===== config.mk =====
export PLATFORM = sky130hd
export DESIGN_NAME = register_file
export DESIGN_NICKNAME = d
export VERILOG_FILES = /design/src/rtl/register_file.sv
export SDC_FILE = /design/constraint.sdc
export NUM_CORES = 2
export LEC_CHECK = 0
export BUFFER_PORTS_ARGS = -buffer_cell sky130_fd_sc_hd__buf_4
export CAP_MARGIN = 20
export CORE_AREA = 2 2 406 207
export CTS_BUF_LIST = sky130_fd_sc_hd__clkbuf_4
export CTS_CLUSTER_DIAMETER = 60
export DETAILED_ROUTE_END_ITERATION = 12
export DIE_AREA = 0 0 408 209
export PLACE_DENSITY = 0.91
export SLEW_MARGIN = 25
export SYNTH_ARGS = -nofsm -noshare
export SYNTH_HDL_FRONTEND = slang
export SYNTH_SLANG_ARGS = --single-unit

===== constraint.sdc =====
create_clock -name clk -period 39.1 [get_ports clk]
set_input_delay 1.955 -clock clk [delete_from_list [all_inputs] [get_ports clk]]
set_output_delay 1.955 -clock clk [all_outputs]
set_load 0.05 [all_outputs]

===== src/rtl/register_file.sv =====
// rtl/register_file.sv - 32x32 MIPS register file, two combinational reads, one write, optional bypass
module register_file #(
    parameter int                  DATA_WIDTH = 32,
    parameter int                  ADDR_WIDTH = 5,
    parameter logic [DATA_WIDTH-1:0] SP_RESET = 32'h00003FFC,
    parameter logic [DATA_WIDTH-1:0] GP_RESET = 32'h00001800,
    parameter int                  BYPASS     = 1
) (
    input  logic                  clk,
    input  logic                  reset,
    input  logic                  reg_write,
    input  logic [ADDR_WIDTH-1:0] read_reg1,
    input  logic [ADDR_WIDTH-1:0] read_reg2,
    input  logic [ADDR_WIDTH-1:0] write_reg,
    input  logic [DATA_WIDTH-1:0] write_data,
    output logic [DATA_WIDTH-1:0] read_data1,
    output logic [DATA_WIDTH-1:0] read_data2
);

    localparam int DEPTH = 2 ** ADDR_WIDTH;

    logic [DATA_WIDTH-1:0] regs_q [DEPTH];
    logic [DATA_WIDTH-1:0] regs_d [DEPTH];
    logic                  wr_active;

    function automatic logic [DATA_WIDTH-1:0] reset_value(input int idx);
        if (idx == 29)      return SP_RESET;
        else if (idx == 28) return GP_RESET;
        else                return '0;
    endfunction

    assign wr_active = reg_write && (write_reg != '0);

    always_comb begin
        regs_d = regs_q;
        if (wr_active) begin
            regs_d[write_reg] = write_data;
        end
        regs_d[0] = '0;
    end

    always_ff @(posedge clk or posedge reset) begin
        if (reset) begin
            for (int i = 0; i < DEPTH; i++) begin
                regs_q[i] <= reset_value(i);
            end
        end else begin
            for (int i = 0; i < DEPTH; i++) begin
                regs_q[i] <= regs_d[i];
            end
        end
    end

    // Forwarding lets write-back and decode share a cycle; $zero always reads 0.
    always_comb begin
        read_data1 = '0;
        if (read_reg1 != '0) begin
            if ((BYPASS != 0) && wr_active && (read_reg1 == write_reg)) begin
                read_data1 = write_data;
            end else begin
                read_data1 = regs_q[read_reg1];
            end
        end
    end

    always_comb begin
        read_data2 = '0;
        if (read_reg2 != '0) begin
            if ((BYPASS != 0) && wr_active && (read_reg2 == write_reg)) begin
                read_data2 = write_data;
            end else begin
                read_data2 = regs_q[read_reg2];
            end
        end
    end

endmodule

==> results.py <==
metrics = {
    "timing": {
        "fmax_ghz": 0.1160,
        "setup_viol": 0,
        "setup-tns-final_ns": 0,
        "fin_crit_sh": 0.2205,
        "finalHoldViolations": 0,
        "final.setup_skew_ns": 0,
        "worstMarginPinSlew_ns": 1.121,
        "timing.final.crit_period_ns": 8.621,
        "grt_setup_unrepaired": "false",
        "slew_headroom": 0.2526,
        "finalMaxSlewViolations": 0,
    },
    "critical_path": {
        "cp_common_cell": "buf_4",
        "worstSetupPathType": "input port to output pin",
        "timing.critical_path.from_type": "input port",
        "critical_path.max_fanout": 57,
        "worstPathCellList": "buf_8, buf_4, buf_4, buf_4, mux4_2, mux4_2, nand3_1, nand3_1, buf_4",
        "cp_top_family": "buffers and inverters",
        "setup.worst_path.end_class": "output pin",
        "worst_path_slowest_cell": "buf_4",
        "critical_path_buf_inv_count": 5,
        "worstPathArrival_ns": 6.67,
        "cp_slowest_stage_delay_ns": 0.82,
        "worstPathRequired_ns": 37.14,
    },
    "global_routing": {
        "grt_first_pass_wirelength_um": 259300,
        "grt_overflow_total": 0,
        "grt_antenna_before_repair": 20,
        "grt_start_max_net_pins": 178,
        "first_global_vias": 38200,
        "globalRouteTotalUtil": 0.4159,
    },
    "route": {
        "vias_cell": 7.743,
        "drcViolationCount": 0,
        "wl_per_cell_um": 35.55,
        "dr.pass1.iters": 8,
        "detailroute.via_count": 38250,
        "routed_wirelength_um": 175600,
        "final_antenna_net_count": 0,
        "drt_iter0_markers": 6183,
    },
    "final_layout": {
        "flow.area_growth_from_synthesis_pct": 7.726,
        "largest_reg_flops": 992,
        "num-nets-final": 3691,
        "finalCoreUtilization": 0.6996,
        "max_flop_register": "regs_q",
        "top_regs": "regs_q: 992 flops",
        "layout-drive-gt1-share": 0.5630,
    },
    "cts": {
        "cts_num_sinks": 992,
        "clk_latency_ns": 1.14,
        "cts_setup_buffers": 0,
        "clk_path_buf_depth": 3,
        "postCtsHoldBufs": 0,
        "number_of_buffers_inserted_during_clock_tree_synthesis": 212,
        "number_of_h_tree_levels": 4,
        "worst_setup_hold_path_clk_slew_ns": 0.07,
        "clock_tree.root_cell": "clkbuf_4",
        "cts_resized": 0,
        "tritoncts": "done",
    },
    "floorplan": {
        "start_util": 0.6494,
        "fp.dieArea_mm2": 0.08527,
        "design.portCount": 114,
        "core_area_mm2": 0.08230,
        "dieHeight_um": 209,
        "die_x_um": 408,
        "rows": 75,
    },
    "logic_synthesis": {
        "synthesis.area_per_instance_um2": 14.67,
        "ys_warn_count": 0,
        "yosys_most_used_dff": "dfrtp_1",
        "synth_nets": 3693,
        "synth_async_sr_flop_share": 1.000,
        "synth_edf_count": 0,
        "post_synthesis_sequential_element_count": 992,
        "yosys.cell_types.count": 53,
        "post_synth_instance_area_mm2": 0.05345,
        "syn_inst": 3643,
        "ys_seq_area_frac": 0.4648,
    },
    "worst_hold_path": {
        "holdCritPathClass": "register to register",
    },
    "power": {
        "fin_total_pwr_mw": 2.923,
        "cellLeakagePower_nw": 25.13,
        "max-vdd-ir-drop_v": 0.00003561,
        "power_per_cell_area_mw_per_mm2": 50.77,
    },
    "placed_design": {
        "place.detailed.hpwl_um": 102800,
        "port-buffer-count": 113,
        "finalWeightedCongestion": 0.9242,
    },
    "run_status": {
        "status": "complete, no violations",
    },
    "run": {
        "timing.max_cap.violations": 0,
    },
}
==> cells in the final DEF (no fill, tap or decap), types with 15 or more instances in the layout <==
cell type and instances:
nand4_1 32, mux2_2 1145, o221ai_1 21, nand2_1 49, nand3_1 45, dfrtp_1 978, mux2i_1 64, diode_2 16
a221oi_1 95, clkbuf_4 334, a21oi_1 22, buf_4 175, o21a_1 30, o21ai_0 29, nor2_4 15, clkinv_1 36
or3_1 30, mux4_2 395, nor2_1 18, a22oi_1 75, o22ai_1 31, a22o_1 31
==> where the power goes <==
| part | switching (mW) | internal (mW) | total [mW] |
|---|---|---|---|
| sequential | 0.172 | 1.23 | 1.40 |
| combinational | 0.319 | 0.377 | 0.696 |
| clock | 0.429 | 0.398 | 0.827 |
==> logic make-up after synthesis <==
| family | after synthesis | share of synthesized area |
|---|---|---|
| multiplexers | 1605 | 0.4199 |
| flip-flops | 992 | 0.4648 |
| buffers and inverters | 407 | 0.03465 |
| AO/OA/AOI/OAI | 365 | 0.05317 |
| AND/OR/NAND/NOR | 264 | 0.02585 |
| XOR/XNOR | 10 | 0.001639 |
==> synthesized netlist by cell type, types with 5 or more instances <==
cell / n / area (um2)
buf_6: 11 / 123.9
nand4_1: 32 / 200.2
mux2_2: 1145 / 12890
a22o_1: 31 / 271.5
nor3b_1: 7 / 52.55
a221o_1: 8 / 80.08
xor2_1: 8 / 70.07
buf_2: 127 / 635.6
nor2b_1: 7 / 43.79
a21oi_1: 22 / 110.1
dfrtp_1: 978 / 24470
or2_2: 5 / 31.28
nor2_1: 35 / 131.4
dfstp_2: 14 / 367.9
nand3_1: 45 / 225.2
nor3_1: 12 / 60.06
a32o_1: 7 / 70.07
nand2_1: 65 / 244.0
a22oi_1: 75 / 563.0
nand2b_1: 5 / 31.28
o21ai_0: 29 / 145.1
clkbuf_1: 162 / 608.1
mux4_2: 395 / 8896
o21a_1: 30 / 225.2
o22ai_1: 31 / 193.9
a221oi_1: 95 / 832.1
buf_4: 22 / 165.2
mux2i_1: 64 / 640.6
a221oi_2: 5 / 75.07
nand3b_1: 5 / 37.54
buf_1: 82 / 307.8
or3_1: 30 / 187.7
o221ai_1: 21 / 183.9
==> final cells by class <==
type	instances	area, um2
clock inverters	47	234.0
clock buffers	334	2507
diodes	16	40.04
repair buffers	188	1544
multi-input cells	2244	26990
flip-flops and latches	992	24840
fillers	5164	24720
well taps	1116	1396
inverters	3	18.77
==> per-stage QoR <==
step                      instances  hold slack, ns  instance area, um2  worst slack, ns
after floorplan                3643          0.4773               53450            9.259
after global placement         4541          0.5001               54740            30.50
after detailed placement       4541          0.5096               54750            30.46
after CTS                      4922          0.5265               57490            30.47
after global routing           4930          0.5340               57550            30.15
final                          4940          0.5266               57570            30.48
==> routing by layer <==
metal  wire, um  vias up  GRT usage
met4       9595       14     0.2132
met1      64880    19530     0.5734
met2      70140     3607     0.5301
met3      30860      776     0.2229
li1           -    14320          -
met5        148        -   0.002225
==> path summary, 6_finish.rpt <==
path                            slack (ns)  cells after the start        endpoint    startpoint
max in group asynchronous            34.96                      6     regs_q[269]         reset
worst min-delay path                  0.53                      1     regs_q[421]   regs_q[421]
worst max-delay path                 30.48                      9  read_data1[17]  read_reg1[0]
worst max register to register       38.23                      1     regs_q[571]   regs_q[571]
min in group asynchronous             0.94                      2     regs_q[286]         reset
worst min register to register        0.53                      1     regs_q[421]   regs_q[421]
Power figures use the tool's default switching activity.
